`src/rtl/gpu_pkg.sv`:
```
// Types and constants shared by the sprite-cluster blocks.
package gpu_pkg;

  localparam int FIELDS_PER_SPRITE = 6;

  typedef enum logic [2:0] {
    FIELD_SX  = 3'd0,
    FIELD_SY  = 3'd1,
    FIELD_STX = 3'd2,
    FIELD_STY = 3'd3,
    FIELD_STW = 3'd4,
    FIELD_STH = 3'd5
  } field_e;

  typedef enum logic [1:0] {
    IDLE = 2'd0,
    SPR  = 2'd1,
    TEX  = 2'd2
  } ld_state_e;

endpackage

```
`src/rtl/sprite_loader.sv`:
```
// Serializes sprite descriptors and texture uploads onto the cluster's
// single-word write port, one word per cycle.
module sprite_loader
  import gpu_pkg::*;
#(
  parameter int CLUSTER_SIZE   = 10,
  parameter int TEXTURE_WIDTH  = 64,
  parameter int TEXTURE_HEIGHT = 64,
  parameter int ADDR_WIDTH     = 16,
  parameter int INT_WIDTH      = 16,
  parameter int COLOR_WIDTH    = 12,
  localparam int SLOT_W        = $clog2(CLUSTER_SIZE)
) (
  input  logic                   clk,
  input  logic                   rst,
  input  logic                   spr_valid,
  output logic                   spr_ready,
  input  logic [SLOT_W-1:0]      spr_slot,
  input  logic [INT_WIDTH-1:0]   spr_x,
  input  logic [INT_WIDTH-1:0]   spr_y,
  input  logic [INT_WIDTH-1:0]   spr_tx,
  input  logic [INT_WIDTH-1:0]   spr_ty,
  input  logic [INT_WIDTH-1:0]   spr_tw,
  input  logic [INT_WIDTH-1:0]   spr_th,
  input  logic                   tex_valid,
  output logic                   tex_ready,
  input  logic [ADDR_WIDTH-1:0]  tex_start,
  input  logic [ADDR_WIDTH-1:0]  tex_len,
  input  logic                   px_valid,
  output logic                   px_ready,
  input  logic [COLOR_WIDTH-1:0] px_data,
  output logic [ADDR_WIDTH-1:0]  waddr,
  output logic [INT_WIDTH-1:0]   wdata,
  output logic                   wen,
  output logic                   busy,
  output logic                   err
);

  localparam logic [ADDR_WIDTH:0]   TEX_SIZE = (ADDR_WIDTH+1)'(TEXTURE_WIDTH*TEXTURE_HEIGHT);
  localparam logic [ADDR_WIDTH-1:0] TEX_BASE = ADDR_WIDTH'(CLUSTER_SIZE*FIELDS_PER_SPRITE);

  ld_state_e state, state_n;
  logic [FIELDS_PER_SPRITE-1:0][INT_WIDTH-1:0] fld;
  logic [2:0]            f, f_nx;
  logic [ADDR_WIDTH-1:0] t_start, t_len, i;
  logic                  slot_ok, tex_over, px_in, last_px, last_fld;
  logic [ADDR_WIDTH:0]   px_idx;

  // Clip checks run one bit wider so address wrap can never hide an overrun.
  assign slot_ok  = 32'(spr_slot) < 32'(CLUSTER_SIZE);
  assign tex_over = ({1'b0, tex_start} + {1'b0, tex_len}) > TEX_SIZE;
  assign px_idx   = {1'b0, t_start} + {1'b0, i};
  assign px_in    = px_idx < TEX_SIZE;
  assign last_px  = (i == t_len - 1'b1);
  assign last_fld = (f == 3'(FIELD_STH));
  assign f_nx     = f + 3'd1;

  always_ff @(posedge clk or negedge rst) begin
    if (!rst) state <= IDLE;
    else      state <= state_n;
  end

  always_comb begin
    state_n = state;
    case (state)
      IDLE: begin
        if (spr_valid) begin
          if (slot_ok) state_n = SPR;
        end else if (tex_valid && tex_len != '0) begin
          state_n = TEX;
        end
      end
      SPR:     if (last_fld) state_n = IDLE;
      TEX:     if (px_valid && last_px) state_n = IDLE;
      default: state_n = IDLE;
    endcase
  end

  always_comb begin
    spr_ready = (state == IDLE);
    tex_ready = (state == IDLE) && !spr_valid;
    px_ready  = (state == TEX);
    busy      = (state != IDLE);
  end

  // The first sprite word is launched on the accept edge so that words land
  // in the six cycles right after the handshake; SPR then tracks field f on the bus.
  always_ff @(posedge clk or negedge rst) begin
    if (!rst) begin
      fld     <= '0;
      f       <= '0;
      t_start <= '0;
      t_len   <= '0;
      i       <= '0;
      waddr   <= '0;
      wdata   <= '0;
      wen     <= 1'b0;
      err     <= 1'b0;
    end else begin
      wen <= 1'b0;
      err <= 1'b0;
      case (state)
        IDLE: begin
          if (spr_valid) begin
            if (!slot_ok) begin
              err <= 1'b1;
            end else begin
              fld   <= {spr_th, spr_tw, spr_ty, spr_tx, spr_y, spr_x};
              f     <= '0;
              waddr <= ADDR_WIDTH'(spr_slot) * ADDR_WIDTH'(FIELDS_PER_SPRITE);
              wdata <= spr_x;
              wen   <= 1'b1;
            end
          end else if (tex_valid && tex_len != '0) begin
            t_start <= tex_start;
            t_len   <= tex_len;
            i       <= '0;
            err     <= tex_over;
          end
        end
        SPR: begin
          if (!last_fld) begin
            f     <= f_nx;
            waddr <= waddr + 1'b1;
            wdata <= fld[f_nx];
            wen   <= 1'b1;
          end
        end
        TEX: begin
          if (px_valid) begin
            i     <= i + 1'b1;
            waddr <= TEX_BASE + t_start + i;
            wdata <= INT_WIDTH'(px_data);
            wen   <= px_in;
          end
        end
        default: ;
      endcase
    end
  end

endmodule

```
`config.mk`:
```
export PLATFORM = sky130hd
export DESIGN_NAME = sprite_loader
export DESIGN_NICKNAME = d
export VERILOG_FILES = /design/src/rtl/gpu_pkg.sv /design/src/rtl/sprite_loader.sv
export SDC_FILE = /design/constraint.sdc
export NUM_CORES = 1
export LEC_CHECK = 0
export ABC_CLOCK_PERIOD_IN_PS = 3200
export BUFFER_PORTS_ARGS = -buffer_cell sky130_fd_sc_hd__buf_4
export CAP_MARGIN = 25
export CORE_AREA = 2 2 200 202
export CTS_BUF_LIST = sky130_fd_sc_hd__clkbuf_4 sky130_fd_sc_hd__clkbuf_8
export DETAILED_ROUTE_END_ITERATION = 6
export DIE_AREA = 0 0 202 204
export HOLD_SLACK_MARGIN = 0.1
export PLACE_DENSITY_LB_ADDON = 0.25
export SYNTH_ARGS = -nofsm -noshare
export SYNTH_HDL_FRONTEND = slang
export SYNTH_SLANG_ARGS = --single-unit
```
`constraint.sdc`:
```
create_clock -name clk -period 3.2 [get_ports clk]
set_input_delay 0.16 -clock clk [delete_from_list [all_inputs] [get_ports clk]]
set_output_delay 0.16 -clock clk [all_outputs]
set_load 0.005 [all_outputs]
```
==> results.md, run 1 <==
- Dividing the detail-routed wire length by the instance count gives 17.6 um.
- The final count of negative-setup-slack endpoints is 0.
- Of all nets on the critical path, the largest fanout is 3.
- For the worst-skew pair, the clock arrives at the later sink with an insertion delay of 0.50 ns.
- The effective utilization at floorplan is 0.295.
- Of all flip-flops after synthesis, the portion carrying an async set or reset was 1.00.
- The multi-input combinational cells in the finished layout cover a total of 6550 um^2.
- The clock sink count is 183.
- In the layout the commonest cells are sky130_fd_sc_hd__buf_4 (211), sky130_fd_sc_hd__dfrtp_1 (182), sky130_fd_sc_hd__dlygate4sd3_1 (140).
- Buffers inserted during clock tree synthesis total 17.
- The max-cap violation count is 0.
- The number of warning messages in the yosys log is 0.
- Clock skew on the completed layout was measured at 0.0201 ns.
- The most numerous cell type found on the critical path is sky130_fd_sc_hd__ha_1.
- Traced cell by cell, the critical path runs through ha_1 > ha_1 > inv_1 > fa_1 > nand2b_1 > a21oi_2 > o211ai_1 > a2111oi_0 > buf_4 > nor3_1 > o41a_1 > nand3_1.
- The mapped cell area is 11600 um^2.
- The region available for standard cell placement spans 39200 um^2.
- Yosys mapped a number of flops with a built-in enable equal to 0.
- For this run the aggregate overflow at the end of global routing stands at 0.
- The number of register bits inferred by synthesis is 183.
- The sequential element share of the synthesized area is 0.396.
- The total global routing track utilization is 0.175.
- The initial antenna violation count was 2.
- The area share of the largest cell type after synthesis is 0.396.
- Ranked by total cell area, the synthesized netlist is headed by sky130_fd_sc_hd__dfrtp_1 (40%), sky130_fd_sc_hd__mux2_2 (11%), sky130_fd_sc_hd__ha_1 (7.0%), sky130_fd_sc_hd__o21ai_0 (4.1%), sky130_fd_sc_hd__mux4_2 (3.1%).
- The post-CTS setup repair buffer count is 0.
- The synthesized netlist contains 75 unique library cells.
- In this run the vertical extent of the chip is 204 um.
- The slowest stage of the critical path belongs to the cell sky130_fd_sc_hd__dfrtp_1.
- The maximum number of pins on one net before global-route repair is 70.
- The longest clock path from root to sink contains 2 buffers.
- The final-report max-slew violation count is 0.
- The worst min-delay path class is in -> reg.
- Among all flip-flop cells after synthesis, the most frequent one is sky130_fd_sc_hd__dfrtp_1.
- Clock-pin slew was measured on the worst setup and hold paths at 0.11 ns.
- The final count of hold timing violations is 0.
- The proportion of layout cells with a drive suffix above 1 is 0.263.
- The area enclosed by the die boundary is 41200 um^2.
- For this block, the initial DRC count from the detailed router was 546.
- The critical path data arrival time is 3.42 ns.
- The routed wire length is 35100 um.
- The clock period could shrink to 2.99 ns.
- The worst slew margin relative to its limit is 0.367.
- Setup total negative slack on the finished layout was measured at 0 ns.
- The number of filler cells placed in the layout is 3871.
- The first-pass detailed-route iteration total is 5.
- The area added between synthesis and finish is 34.3%.
- The clock root buffer is sky130_fd_sc_hd__clkbuf_8.
- STA classifies the critical path startpoint as a flop.
- The synthesized design spends more area on one cell type than any other, namely sky130_fd_sc_hd__dfrtp_1.
- The number of cells produced by synthesis is 1134.
- The critical path class is reg -> reg.
- The number of vias per cell after detailed routing is 4.90.
- In the finished design, the share of the clock period the worst path needs comes to 0.933.
- The leading cell type in the layout, fill and taps excluded is sky130_fd_sc_hd__buf_4.
- The number of global-route vias before repair is 10239.
- The detailed placer's ending HPWL is 26600 um.
- For the pin with the worst max-slew slack, the measured transition is 0.945 ns.
- The count of non-filler cells in the finished layout is 1999.
- The number of placement rows is 73.
- The number of levels the H-tree was split into is 4.
- The routability-driven placement congestion ratio is 0.840.
- The largest single stage delay on the critical path is 0.40 ns.
- TritonCTS built the clock tree.
- In this run the horizontal extent of the chip is 202 um.
- The highest clock rate is 335 MHz.
- In the routed design, unresolved DRC markers number 0.
- After the last flow step, the layout net total stands at 1686.
- The run finished with clean final reports.
- The overall via count from detail_route is 9787.
- The required time reported for the critical path endpoint is 3.63 ns.
- The total leakage power is 6.71 nW.
- The synthesized net count is 1362.
- The global-route wire length before repair is 56600 um.
- A synthesized cell averages 10.2 um^2.
- Setup repair after global routing left no endpoint under its margin.
- The port buffer count is 186.
- In this run the remaining antenna-violating nets after routing total 0.
- The post-placement cell count is 1824.
- The worst setup path is captured at a flop.
- The number of top-level pins is 187.
- The total power divided by cell area is 784 nW/um^2.
- The worst IR drop on VDD is 0.412 mV.
- In the final layout, flip-flops and latches occupy 4580 um^2.
[per-stage QoR]
stage          hold slack [ns]  setup slack, ns  utilization  area (um^2)  total power, mW
2_1_floorplan           -0.136            0.142            -        11600             8.31
3_3_place_gp             0.164            0.181        0.350        13700             10.3
3_5_place_dp             0.167            0.202        0.350        13700             10.5
4_1_cts                  0.101            0.149        0.396        15500             12.3
5_1_grt                  0.127           0.0407        0.396        15500             13.2
6_report                 0.135            0.214        0.396        15500             12.2
[power by group]
part           internal, mW  switching [mW]  leakage, nW
logic                  3.16            3.26         4.27
clock network         0.683           0.994        0.206
registers              3.37           0.718         2.24
total                  7.21            4.97         6.71
[synth_stat cells (all sizes together) (6+ instances only)]
master and number:
nand2 85, nor2 71, or4 8, nand3 27
a22o 16, buf 7, nand4 8, o21a 8
xor2 21, mux2i 24, mux4 16, a211oi 11
and3 15, inv 71, a21oi 35, ha 65
nor3 21, nand2b 11, dfrtp 183, mux2 108
a22oi 20, nor4 10, or3 11, fa 14
o31ai 7, clkbuf 43, o21ai 95, o221ai 6
a21o 8, xnor2 37
[worst max-delay path, delay by kind of cell (launching register included)]
family | cells | cell delay, ns
flip-flops | 1 | 0.40
adder cells (fa/ha/maj) | 3 | 0.86
buffers and inverters | 2 | 0.25
AO/OA/AOI/OAI | 4 | 1.07
AND/OR/NAND/NOR | 3 | 0.35
[per-layer routing]
layer  part of all wire  up-vias  GRT usage
met2               0.46      189      0.281
met1               0.49     4821      0.245
met5                  0        -          0
li1                   -     4749          -
met3              0.036       28     0.0305
met4              0.014        0     0.0444
[what timing repair did]
item | in CTS | in global routing
setup endpoints to repair | 0 | 1
resized for setup | 0 | 1
hold endpoints to repair | 231 | 0
hold buffers | 140 | 0
[kinds of logic (layout without fill, tap and decap cells)]
| kind of cell | after synthesis | after routing | synth area share |
|---|---|---|---|
| and+or+nand+nor | 295 | 295 | 0.128 |
| AOI/OAI and AO/OA | 250 | 250 | 0.140 |
| DFF | 183 | 183 | 0.396 |
| muxes | 148 | 148 | 0.157 |
| buffers and inverters | 121 | 458 | 0.0409 |
| adders and majority gates | 79 | 79 | 0.0945 |
| xor gates and xnor gates | 58 | 58 | 0.0439 |
| other | 0 | 3 | 0 |
[worst paths after layout]
kind | start | end | slack, ns | cells past startpoint
min | px_data[3] | wdata[3] | 0.14 | 5
min reg2reg | wdata[0] | wdata[0] | 0.49 | 2
max | i[1] | waddr[15] | 0.21 | 12
max reg2reg | i[1] | waddr[15] | 0.21 | 12
max in group asynchronous | rst | waddr[9] | 2.10 | 3
min in group asynchronous | rst | fld[82] | 0.19 | 2
[state kept, by name, summed over array words and instances (netlist names)]
name	cells
wen	1
wdata	16
t_len	16
t_start	16
i	16
err	1
state	2
f	3
fld	96
waddr	16
[cell type report]
type / count / area share
multi-input combinational: 830 / 0.422
sequential: 183 / 0.295
timing repair buffer: 355 / 0.197
tap: 525 / 0.0423
inverter: 71 / 0.0172
clock buffer: 19 / 0.0164
clock inverter: 13 / 0.0102
antenna: 3 / 0.000483
No activity file was read; power rests on OpenSTA's default activity.
==> run 2: changes to the inputs <==
- ABC_CLOCK_PERIOD_IN_PS: 3200 -> 2600
- CTS_BUF_LIST: sky130_fd_sc_hd__clkbuf_4 sky130_fd_sc_hd__clkbuf_8 -> sky130_fd_sc_hd__clkbuf_8 sky130_fd_sc_hd__clkbuf_16
- clock period: 3.2 -> 2.6 ns (I/O delays scaled with it)
==> results.md, run 2 (same netlist as run 1, synthesis figures left out) <==
- The global-route wire length before repair is 57600 um (+1.8%).
- The post-placement cell count is 1874 (+2.7%).
- The first-pass detailed-route iteration total is 5 (unchanged).
- The clock tree from TritonCTS is yes.
- The post-route DRC violation count is 0 (unchanged).
- The instance area at placement came to 14200 um^2 (+3.3%).
- The area enclosed by the die boundary is 41200 um^2 (unchanged).
- The worst slew margin relative to its limit is 0.577 (+0.210).
- The critical path class is reg -> reg.
- The largest register by flop count is fld.
- The final-report max-slew violation count is 0 (unchanged).
- The number of levels the H-tree was split into is 4 (unchanged).
- The clock period minus worst slack is 2.76 ns (-0.230 ns).
- The remaining number of nets flagged by the antenna check after routing is 0 (unchanged).
- The area of the core is 39200 um^2 (unchanged).
- The worst slack at placement is -0.171 ns (-0.373 ns).
- Compared with the post-synthesis result, the final layout area differs by 41.1%.
- The proportion of layout cells with a drive suffix above 1 is 0.307 (+0.0442).
- The number of flip-flops under the largest register name is 96 (unchanged).
- STA classifies the critical path startpoint as a flop.
- The number of global-route vias before repair was 10294 (+0.54%).
- The total global routing track utilization is 0.179 (+0.00409).
- The required time reported for the critical path endpoint is 2.99 ns (-0.64 ns).
- The number of placement rows is 73 (unchanged).
- The routability-driven placement congestion ratio is 0.831 (-1.1%).
- The port buffer count is 186 (unchanged).
- The total power divided by cell area is 1010 nW/um^2 (+28%).
- Setup repair after global routing could not meet its margin everywhere.
- The number of top-level pins is 187 (unchanged).
- The flow ran to the end, but the final reports show violations.
- The overall via count from detail_route is 10081 (+3.0%).
- The flop-to-flop setup slack was -0.16 ns (-0.37 ns).
- The biggest fanout along the worst timing path is 2 (-1).
- The fraction of the cycle the final worst path needs is 1.06 (+0.127).
- The die boundary height is 204 um (unchanged).
- The total leakage power is 7.09 nW (+5.7%).
- The highest clock rate is 363 MHz (+8.4%).
- The maximum buffer depth of the clock tree is 2 (unchanged).
- The CTS buffer count is 17 (unchanged).
- The count of non-filler cells in the finished layout is 2052 (+2.7%).
- The clock root buffer is sky130_fd_sc_hd__clkbuf_16.
- The post-layout worst setup margin is -0.156 ns (-0.370 ns).
- The final count of negative-setup-slack endpoints is 5 (+5).
- The overall die width is 202 um (unchanged).
- The routed wire length is 36700 um (+4.4%).
- The clock transition at the registers of the reported paths is 0.08 ns (-0.03 ns).
- The hold slack is 0.129 ns (-0.00629 ns).
- The number of vias per cell after detailed routing was 4.91 (+0.34%).
- The total global routing overflow was 0 (unchanged).
- The max-cap violation count was 0 (unchanged).
- The clock sink count was 183 (unchanged).
- The pin slew with the least headroom to its limit is 0.634 ns (-0.311 ns).
- The detail-routed net length per standard cell is 17.9 um (+1.7%).
- The post-route clock skew is 0.0160 ns (-0.00416 ns).
- The critical path data arrival time is 3.14 ns (-0.28 ns).
- The DRC marker count from the first detailed-route iteration is 477 (-13%).
- The worst min-delay path class is in -> reg.
- The worst IR drop on VDD came to 0.443 mV (+7.5%).
- The initial antenna violation count is 4 (+2).
- The final count of hold timing violations was 0 (unchanged).
- The checks that failed: setup timing.
- The library cells used most frequently in the layout, excluding fill and tap cells, are sky130_fd_sc_hd__buf_4 (259), sky130_fd_sc_hd__dfrtp_1 (182), sky130_fd_sc_hd__dlygate4sd3_1 (136).
- The maximum number of pins on one net before global-route repair is 71 (+1.4%).
- The effective utilization at floorplan is 0.295 (unchanged).
- The detailed placer's ending HPWL is 27300 um (+2.4%).
- The number of nets in the layout is 1738 (+3.1%).
- The final sum of negative setup slack is -0.531 ns (-0.531 ns).
- Leaving out fill and tap cells, the most frequent cell in the layout is sky130_fd_sc_hd__buf_4.
- The worst-skew pair later-pin latency is 0.46 ns (-0.04 ns).
- The kind of capture point of the worst setup path is a flop.
- The number of filler cells placed in the layout is 3819 (-1.3%).
- The post-layout instance area is 16300 um^2 (+5.1%).
[run 2: cell count changes in the layout (fill, tap and decap cells not counted), sizes merged]
cell         change
buf             +56
dlygate4sd3      -4
inv              +3
diode            +1
clkbuf           -2
bufinv           -1
[run 2: layer usage]
metal | part of all wire | up-vias | global-route usage
li1 | - | 4846 | -
met1 | 0.49 | 4979 | 0.255
met2 | 0.46 | 214 | 0.286
met3 | 0.029 | 42 | 0.0249
met4 | 0.018 | 0 | 0.0467
met5 | 0 | - | 0
[run 2: repair_timing]
action / CTS / global route
pin swaps: 15 / 17
hold buffers: 136 / 0
resized for setup: 7 / 26
setup endpoints to repair: 10 / 27
endpoints found under the hold margin: 210 / 0
setup buffers: 2 / 4
[run 2: worst max-delay path, stage by stage, from the launching register on]
cell and delay (ns):
sky130_fd_sc_hd__dfrtp_1 0.42, sky130_fd_sc_hd__ha_4 0.30, sky130_fd_sc_hd__ha_4 0.13, sky130_fd_sc_hd__inv_2 0.04
sky130_fd_sc_hd__fa_2 0.35, sky130_fd_sc_hd__nand2b_4 0.16, sky130_fd_sc_hd__a21oi_2 0.14, sky130_fd_sc_hd__o211ai_1 0.19
sky130_fd_sc_hd__a2111oi_4 0.37, sky130_fd_sc_hd__buf_4 0.17, sky130_fd_sc_hd__nor3_2 0.04, sky130_fd_sc_hd__o41a_1 0.33
sky130_fd_sc_hd__nand3_1 0.07
[run 2: path summary, 6_finish.rpt]
path	to	startpoint	depth (start not counted)
worst max-delay path	waddr[15]	t_start[1]	12
worst min-delay path	wdata[0]	px_data[0]	5
worst max register to register	waddr[15]	t_start[1]	12
worst min register to register	wdata[11]	wdata[11]	2
max in group asynchronous	t_start[10]	rst	3
min in group asynchronous	fld[91]	rst	2
[run 2: cell type report]
cell class                      count  area [um^2]  share of cell area
Antenna cell                        4         10.0            0.000613
Clock buffer                       17          425              0.0261
Clock inverter                     15          154             0.00943
Inverter                           71          267              0.0163
Multi-Input combinational cell    830         6720               0.412
Sequential cell                   183         4580               0.281
Tap cell                          525          657              0.0402
Timing Repair Buffer              407         3500               0.215
[run 2: power by group]
part	total, mW	switching, mW	internal, mW	leakage, nW
Combinational	8.82	4.37	4.45	4.57
Sequential	4.97	0.815	4.16	2.24
Clock	2.66	1.37	1.29	0.284
[run 2: through the flow]
stage	power (mW)	util
floorplan	10.3	-
global placement	13.3	0.361
detailed placement	13.4	0.361
CTS	16.4	0.412
global route	17.7	0.417
finish	16.4	0.417
